## src/rtl/gpio_cfg_pkg.sv

```systemverilog
// GPIO pad configuration word layout and serial loader state encoding.
// Shared by gpio_serial_loader and gpio_control_block.
package gpio_cfg_pkg;

    // Bits per pad configuration word
    localparam int CFG_BITS = 13;

    // Field bit positions inside one configuration word
    localparam int MGMT_ENA_BIT    = 0;
    localparam int OUTENB_BIT      = 1;
    localparam int HOLDOVER_BIT    = 2;
    localparam int INP_DIS_BIT     = 3;
    localparam int IB_MODE_SEL_BIT = 4;
    localparam int ANALOG_EN_BIT   = 5;
    localparam int ANALOG_SEL_BIT  = 6;
    localparam int ANALOG_POL_BIT  = 7;
    localparam int SLOW_SEL_BIT    = 8;
    localparam int VTRIP_SEL_BIT   = 9;
    localparam int DM_LSB          = 10;
    localparam int DM_MSB          = 12;

    typedef enum logic [1:0] {
        ST_IDLE,
        ST_FETCH,
        ST_SHIFT,
        ST_LOAD
    } loader_state_e;

    // Drive-mode field of a configuration word
    function automatic logic [2:0] cfg_dm(input logic [CFG_BITS-1:0] word);
        return word[DM_MSB:DM_LSB];
    endfunction

endpackage

```

## src/rtl/gpio_serial_phase.sv

```systemverilog
// Serial clock phase generator: counts CLK_DIV core cycles per half-period.
// Ports: clock, resetb (async active-low), run (count enable, clears when low),
//        phase_end (last cycle of current phase), phase (0 = low, 1 = high half).
module gpio_serial_phase #(
    parameter int CLK_DIV = 2
) (
    input  logic clock,
    input  logic resetb,
    input  logic run,
    output logic phase_end,
    output logic phase
);

    localparam int DW = (CLK_DIV > 1) ? $clog2(CLK_DIV) : 1;
    localparam logic [DW-1:0] LAST = DW'(CLK_DIV - 1);

    logic [DW-1:0] div_cnt;

    assign phase_end = run && (div_cnt == LAST);

    // Held at the start of a low phase whenever the FSM is not shifting or
    // loading, so every SHIFT and LOAD begins with a full-length low phase.
    always_ff @(posedge clock or negedge resetb) begin
        if (!resetb) begin
            div_cnt <= '0;
            phase   <= 1'b0;
        end else if (!run) begin
            div_cnt <= '0;
            phase   <= 1'b0;
        end else if (div_cnt == LAST) begin
            div_cnt <= '0;
            phase   <= ~phase;
        end else begin
            div_cnt <= div_cnt + 1'b1;
        end
    end

endmodule

```

## src/rtl/gpio_serial_loader.sv

```systemverilog
// Shifts one configuration word per pad into the GPIO control chain, then loads.
// Ports: clock, resetb (async active-low), start; cfg_addr/cfg_data register-file
//        fetch; serial_clock/data/load/resetn chain drive; busy, done status.
module gpio_serial_loader #(
    parameter int NUM_PADS = 38,
    parameter int CFG_BITS = gpio_cfg_pkg::CFG_BITS,
    parameter int CLK_DIV  = 2
) (
    input  logic                        clock,
    input  logic                        resetb,
    input  logic                        start,
    output logic [$clog2(NUM_PADS)-1:0] cfg_addr,
    input  logic [CFG_BITS-1:0]         cfg_data,
    output logic                        serial_clock,
    output logic                        serial_data,
    output logic                        serial_load,
    output logic                        serial_resetn,
    output logic                        busy,
    output logic                        done
);

    import gpio_cfg_pkg::*;

    localparam int PW = $clog2(NUM_PADS);
    localparam int BW = $clog2(CFG_BITS + 1);
    localparam logic [PW-1:0] LAST_PAD = PW'(NUM_PADS - 1);
    localparam logic [BW-1:0] LAST_BIT = BW'(CFG_BITS - 1);

    loader_state_e       state;
    logic [PW-1:0]       pad_idx;
    logic [BW-1:0]       bit_cnt;
    logic [CFG_BITS-1:0] sreg;
    logic                fetch_second;
    logic                run;
    logic                phase_end;
    logic                phase;

    assign run = (state == ST_SHIFT) || (state == ST_LOAD);

    gpio_serial_phase #(
        .CLK_DIV   (CLK_DIV)
    ) u_phase (
        .clock     (clock),
        .resetb    (resetb),
        .run       (run),
        .phase_end (phase_end),
        .phase     (phase)
    );

    always_ff @(posedge clock or negedge resetb) begin
        if (!resetb) begin
            state         <= ST_IDLE;
            pad_idx       <= '0;
            bit_cnt       <= '0;
            sreg          <= '0;
            fetch_second  <= 1'b0;
            cfg_addr      <= '0;
            serial_clock  <= 1'b0;
            serial_data   <= 1'b0;
            serial_load   <= 1'b0;
            serial_resetn <= 1'b0;
            busy          <= 1'b0;
            done          <= 1'b0;
        end else begin
            serial_resetn <= 1'b1;
            done          <= 1'b0;
            unique case (state)
                ST_IDLE: begin
                    if (start) begin
                        // Chain enters at pad 0, so the far pad goes first
                        pad_idx      <= LAST_PAD;
                        cfg_addr     <= LAST_PAD;
                        fetch_second <= 1'b0;
                        busy         <= 1'b1;
                        state        <= ST_FETCH;
                    end
                end
                ST_FETCH: begin
                    // First cycle lets the register file see the new address
                    if (!fetch_second) begin
                        fetch_second <= 1'b1;
                    end else begin
                        sreg        <= cfg_data;
                        bit_cnt     <= '0;
                        serial_data <= cfg_data[CFG_BITS-1];
                        state       <= ST_SHIFT;
                    end
                end
                ST_SHIFT: begin
                    if (phase_end) begin
                        if (!phase) begin
                            serial_clock <= 1'b1;
                        end else begin
                            serial_clock <= 1'b0;
                            sreg         <= sreg << 1;
                            bit_cnt      <= bit_cnt + 1'b1;
                            // bit_cnt reaches CFG_BITS on this edge: word done
                            if (bit_cnt == LAST_BIT) begin
                                serial_data <= 1'b0;
                                if (pad_idx == '0) begin
                                    state <= ST_LOAD;
                                end else begin
                                    pad_idx      <= pad_idx - 1'b1;
                                    cfg_addr     <= pad_idx - 1'b1;
                                    fetch_second <= 1'b0;
                                    state        <= ST_FETCH;
                                end
                            end else begin
                                serial_data <= sreg[CFG_BITS-2];
                            end
                        end
                    end
                end
                ST_LOAD: begin
                    // Low phase is setup after the last rising edge,
                    // high phase of the divider carries the load strobe.
                    if (phase_end) begin
                        if (!phase) begin
                            serial_load <= 1'b1;
                        end else begin
                            serial_load <= 1'b0;
                            busy        <= 1'b0;
                            done        <= 1'b1;
                            state       <= ST_IDLE;
                        end
                    end
                end
                default: state <= ST_IDLE;
            endcase
        end
    end

endmodule

```

## config.mk

```make
export PLATFORM = sky130hd
export DESIGN_NAME = gpio_serial_loader
export DESIGN_NICKNAME = d
export VERILOG_FILES = /design/src/rtl/gpio_cfg_pkg.sv /design/src/rtl/gpio_serial_phase.sv /design/src/rtl/gpio_serial_loader.sv
export SDC_FILE = /design/constraint.sdc
export NUM_CORES = 1
export LEC_CHECK = 0
export ABC_AREA = 1
export CORE_ASPECT_RATIO = 0.5
export CORE_UTILIZATION = 55
export CTS_BUF_LIST = sky130_fd_sc_hd__clkbuf_8
export DETAILED_ROUTE_END_ITERATION = 8
export GPL_ROUTABILITY_DRIVEN = 0
export PLACE_DENSITY = 0.9
export SETUP_SLACK_MARGIN = 0.02
export SLEW_MARGIN = 10
export SYNTH_ARGS = -nofsm -noshare
export SYNTH_HDL_FRONTEND = slang
export SYNTH_SLANG_ARGS = --single-unit
```

## constraint.sdc

```tcl
create_clock -name clock -period 1.7 [get_ports clock]
set_input_delay 0.34 -clock clock [delete_from_list [all_inputs] [get_ports clock]]
set_output_delay 0.34 -clock clock [all_outputs]
set_load 0.1 [all_outputs]
```

# Word level (Yosys, flattened, before mapping)
# Cells that the tools add are included.
# op_classes
n_addsub,3
n_mul,0
div,0
magnitude_cmp,0
n_eq_ne,13
shifts,0
mux,46
bitwise_logic,1
n_reduce_logical,15
# ops
cell,count
two-way mux 12 bit,3
two-way mux 6 bit,5
case mux 12 bit (2 select lines),1
two-way mux 1 bit,20
two-way mux 2 bit,8
two-way mux 4 bit,3
inequality test 2 bit (second input constant),6
case mux 6 bit (2 select lines),1
AND reduction 6 bit,2
case mux 2 bit (4 select lines),1
case mux 4 bit (2 select lines),1
AND reduction 4 bit,2
AND reduction 7 bit,1
logical NOT 6 bit,1
inequality test 2 x 1 -> 1 bit (second input constant),3
nonzero test 2 bit,3
subtractor 6 x 1 -> 6 bit (second input constant),1
adder 4 x 1 -> 4 bit (second input constant),1
== test 2 bit (second input constant),2
== test 4 bit (second input constant),1
case mux 1 bit (2 select lines),2
AND reduction 2 bit,2
case mux 1 bit (3 select lines),1
nonzero test 3 bit,1
other kinds (6),6
# word_totals
register_bits,33
latch_bits,0
mem_bits_rw,0
mem_bits_ro,0
out_inout_bits,12
elab_cells,91
memories,0

# Logic depth before layout (Yosys ltp)
# logic_depth
depth_word,6
mapped_depth,10
depth_no_buf,9

# Modules after synthesis
# A second synthesis with hierarchy kept.
# unflattened
hier_cells,238
hier_area_um2,1774.2
# by_module_without_submodules
mod,instances,cells_per_inst,area_each_um2,seq_area_each_um2
gpio_serial_loader,1,227,1687.9,775.7
gpio_serial_phase,1,11,86.3,50.0

# Worst setup path before layout
# No wires, ideal clock.
# synth_path
path_type,reg2reg
start,reg pad_idx[0]
end,reg pad_idx[4]
setup_time_ps,67
arrival_ps,2033
required_ps,1633
setup_slack_ps,-400
path_stages_with_launch,10
n_path_buf,0
cell_sequence,dfrtp_1 inv_1 ha_1 nand2_1 nor2_1 nand2_1 nand3_1 nor2_2 nand2_1 nand2_1
# synth_via
elab_chain_len,6
elab_cells_between_ends,9
classes_between,add/sub (1); eq/ne (1); mux (5); reduce/logical (2)
# synth_rtl
element,line_no,source
from (decl),gpio_serial_loader.sv:30,logic [PW-1:0] pad_idx;
from (signal assigned),gpio_serial_loader.sv:103,pad_idx <= pad_idx - 1'b1;
subtractor 6 x 1 -> 6 bit,gpio_serial_loader.sv:103,
two-way mux 6 bit,gpio_serial_loader.sv:100,if (pad_idx == '0) begin
two-way mux 6 bit,gpio_serial_loader.sv:98,if (bit_cnt == LAST_BIT) begin
two-way mux 6 bit,gpio_serial_loader.sv:91,if (!phase) begin
two-way mux 6 bit,gpio_serial_loader.sv:90,if (phase_end) begin
case mux 6 bit (2 select lines),gpio_serial_loader.sv:67,unique case (state)
# Parallel ways exist; a longest one is shown, timed or not. The select of a mux whose other input is x is not followed.
# A chain may end at the register's enable or synchronous reset.

# Worst setup path after layout
# layout_path
start,reg state[0]
end,reg fetch_second
# layout_via
elab_chain_len,5
elab_cells_between_ends,14
classes_between,eq/ne (8); mux (1); reduce/logical (5)
# layout_rtl
element,line_no,source
from (decl),gpio_serial_loader.sv:29,loader_state_e state;
from (signal assigned),gpio_serial_loader.sv:52,state <= ST_IDLE;
from (signal assigned),gpio_serial_loader.sv:75,state <= ST_FETCH;
from (signal assigned),gpio_serial_loader.sv:86,state <= ST_SHIFT;
"== test 2 bit, on equally long branches","gpio_serial_loader.sv:38, gpio_serial_loader.sv:67",
logical OR 1 bit,gpio_serial_loader.sv:38,assign run = (state == ST_SHIFT) || (state == ST_LOAD);
logical AND 1 bit,gpio_serial_phase.sv:19,assign phase_end = run && (div_cnt == LAST);
inequality test 2 bit (no line),n/a,
AND reduction 6 bit (no line),n/a,
to (signal assigned),gpio_serial_loader.sv:56,fetch_second <= 1'b0;
to (signal assigned),gpio_serial_loader.sv:73,fetch_second <= 1'b0;
to (signal assigned),gpio_serial_loader.sv:81,fetch_second <= 1'b1;
to (decl),gpio_serial_loader.sv:33,logic fetch_second;
# Parallel ways exist; a longest one is shown, timed or not.

==> impl_results.md <==
* Status: complete, no violations
* Post-synth net total at ~240
* Io pins at 28
* Cell count after synthesis at between 200 and 250
* CP top delay family: simple AND/OR/NAND/NOR gates
* Slew @ Worst Pin at ~0.59 ns
* CP max FO at 8
* Part of the power in combinational logic at between 50 and 60%
* CTS tree: yes
* Largest area contributor in the netlist: dfrtp_1
* Mux cell area share after synthesis at 0%
* 1st-iter DRT viols at 81
* Leak Pwr at 1.13 nW
* CTS Hold Bufs at 0
* Power share of the sequential group at ~28%
* WHS at slightly above 0.4 ns
* Final Setup Violations at 0
* Crit-path cells: nor2_1 -> nand2_1 -> nand2_1 -> nor2_4 -> nand3_2 -> nand2_1 -> nand2_1
* Vias/cell at around 5.4
* Worst endpoint required time at 1.89 ns
* DR vias at 1597
* Cts bufs inserted at 5
* Die Y at 42.7 um
* Unrepaired setup endpoints after global routing: no
* Mean post-synth cell area at about 8 um^2
* Post-route ant nets at 0
* Synth top area share at 45.3%
* DR WL met3 at between 200 and 250 um
* Net count, final at roughly 280
* Crit path buffers/inverters at 0
* Minimum clock period at around 1.6 ns
* Clock power share at 14.4%
* DRC viols at 0
* Die ar. at approximately 3600 um^2
* Int Pwr at ~2.7 mW
* Compound-Gate Fraction of Synth Area at between 10 and 15%
* Synth Area in XOR/XNOR at 0%
* Per-cell routed wire length at 13.5 um
* Worst path max stage delay at 0.63 ns
* Met1 WL at approximately 1.7 mm
* P_sw at approximately 2.7 mW
* Routed Wire Length at between 3 and 4 mm
* Post-Synth Simple-Gate Area at roughly a third
* Final Max Slew Viols at 0
* Final Power at 5.42 mW
* Seq cells post-synth at 33
* Clock sink total at 33
* Max_cap viols at 0
* I/O Buffers at 27
* Clock transition at path regs at around 0.07 ns
* P&R area growth vs syn at 30.0%
* First-pass GRT wire length at approximately 6.7 mm
* Most frequent CP cell: nand2_1
* Most numerous cell in the Yosys netlist: nand2_1
* Congestion Overflow GR at 0
* Hold crit path type: in -> async
* Primary FF master, synth: dfrtp_1
* YS warnings at 0
* Tot GR Track Use at 24.6%
* Die Span X at 83.4 um
* Vias in the first global route at 1520
* Crit end category: flop
* Largest net degree at the start of global routing at 17
* Largest family of logic cells by synthesized area: simple AND/OR/NAND/NOR gates
* Met2 wire length at roughly 2 mm
* Crit path launch type: flop
* Mapped cell area at between 1500 and 2000 um^2
* Clk_skew at 0.0107 ns
* Number of H-tree levels at 2
* Yosys cell types at 29
* First drt pass iteration count at 4
* Worst slew margin at between 60% and 70%
* Post-synth ARST share at 100%
* Max Used Layer: met4
* Switch share at around half
* Layout cells sized above 1 at 22.6%
* Number of synthesized flops with an enable pin at 0
* CTS root buf: clkbuf_8
* Antenna violations before repair at 0
* Period utilization at approximately 93%
* Antenna cells at 0
* Total negative slack at 0 ns
* CP max stage cell: dfrtp_1
* Max Clk Rate at between 600 and 700 MHz
* Skew-Pair Late Insertion Delay at roughly 0.29 ns
* CP arrival at about 1.8 ns
* Starting Density at between 50% and 60%
* Synth cell count leaders: nand2_1, dfrtp_1, nor2_1
* Post-DP HPWL at roughly 2.9 mm
* Post-Synth Adder-Cell Area at roughly 2.1%
* Clk buf depth at 2
* Std-Cell Rows at 14
* Hold Vio Cnt, Final at 0
* Filler Cell Count at about 200
* VDD IR max at approximately 0.0016 V
* WS Path Type: reg -> reg
* Core area at 3080 um^2
* Sequential fraction of the synthesis area at 45.3%
* Pwr/cell area at between 2000 and 2500 nW/um^2
* Top cells by area, synth: dfrtp_1, nand2_1, nor2_1
-- cells in the final DEF, fill, tap and decap left out, types with 11 or more instances in the layout --
| master | count |
|---|---|
| nand2_1 | 64 |
| buf_12 | 13 |
| nand3_1 | 16 |
| dfrtp_1 | 26 |
| o21ai_0 | 11 |
| nor2_1 | 32 |
| inv_1 | 16 |
| clkdlybuf4s50_1 | 15 |
-- per-stage QoR --
step	instances	area (um^2)	utilization [%]	worst slack, ns
after CTS	297	2370	76.8	0.129
after floorplan	222	1830	-	0.0666
final	297	2370	76.9	0.116
after global placement	289	2250	73.0	0.114
after detailed placement	289	2250	73.0	0.0560
after global routing	297	2370	76.9	0.0289
-- logic make-up (layout without fill, tap and decap cells) --
logic type | count (synthesis) | in the layout
other cells | 1 | 1
fa+ha+maj | 3 | 3
simple gates | 129 | 129
compound gates | 30 | 30
buf+inv | 26 | 61
flops | 33 | 33
-- per-layer routing --
layer	up-vias	track usage (%)
met2	50	43.4
met5	-	0
li1	782	-
met4	0	7.12
met3	6	5.25
met1	759	31.3
-- cell type report --
type                       count  area [um^2]  area share, %
tap                           40         50.0           2.11
clock inverter                 2         33.8           1.42
clock buffer                   6         82.6           3.48
timing repair buffer          34          455           19.2
sequential                    33          837           35.3
inverter                      19         78.8           3.32
multi-input combinational    163          833           35.1
-- flip-flops by register name (all words and copies together) (netlist names) --
name	count
u_phase.div_cnt	1
busy	1
pad_idx	6
state	2
done	1
sreg	12
serial_data	1
fetch_second	1
bit_cnt	4
serial_resetn	1
u_phase.phase	1
serial_load	1
serial_clock	1
-- power groups by stage --
stage	Clock (mW)	Sequential, mW	Combinational, mW
2_1_floorplan	0	2.15	1.61
3_5_place_dp	0	1.52	3.09
3_3_place_gp	0	1.50	2.98
6_report	0.778	1.52	3.12
4_1_cts	0.773	1.51	3.12
5_1_grt	0.814	1.57	3.38
-- worst reg2reg max path, cell delays in order, from the launching register on --
cell     delay [ns]
dfrtp_1        0.63
nor2_1         0.13
nand2_1        0.13
nand2_1        0.10
nor2_4         0.15
nand3_2        0.17
nand2_1        0.11
nand2_1        0.05
-- path summary, 6_finish.rpt --
path	startpoint	end	slack, ns	cells after the start
max	state[0]$_DFFE_PN0P_	fetch_second$_DFFE_PN0P_	0.12	7
min	resetb	pad_idx[0]$_DFFE_PN0P_	0.42	1
max reg2reg	state[0]$_DFFE_PN0P_	fetch_second$_DFFE_PN0P_	0.12	7
min reg2reg	sreg[10]$_DFFE_PN0P_	sreg[10]$_DFFE_PN0P_	0.49	2
max in group asynchronous	resetb	state[1]$_DFFE_PN0P_	0.78	2
min in group clock	sreg[10]$_DFFE_PN0P_	sreg[10]$_DFFE_PN0P_	0.49	2
-- what timing repair did --
| item | 4_1_cts | 5_1_grt |
|---|---|---|
| endpoints found under the hold margin | 0 | 0 |
| resized for setup | 0 | 3 |
| buffers inserted | 0 | 0 |
| setup endpoints to repair | 0 | 8 |
Power figures use the tool's default switching activity.
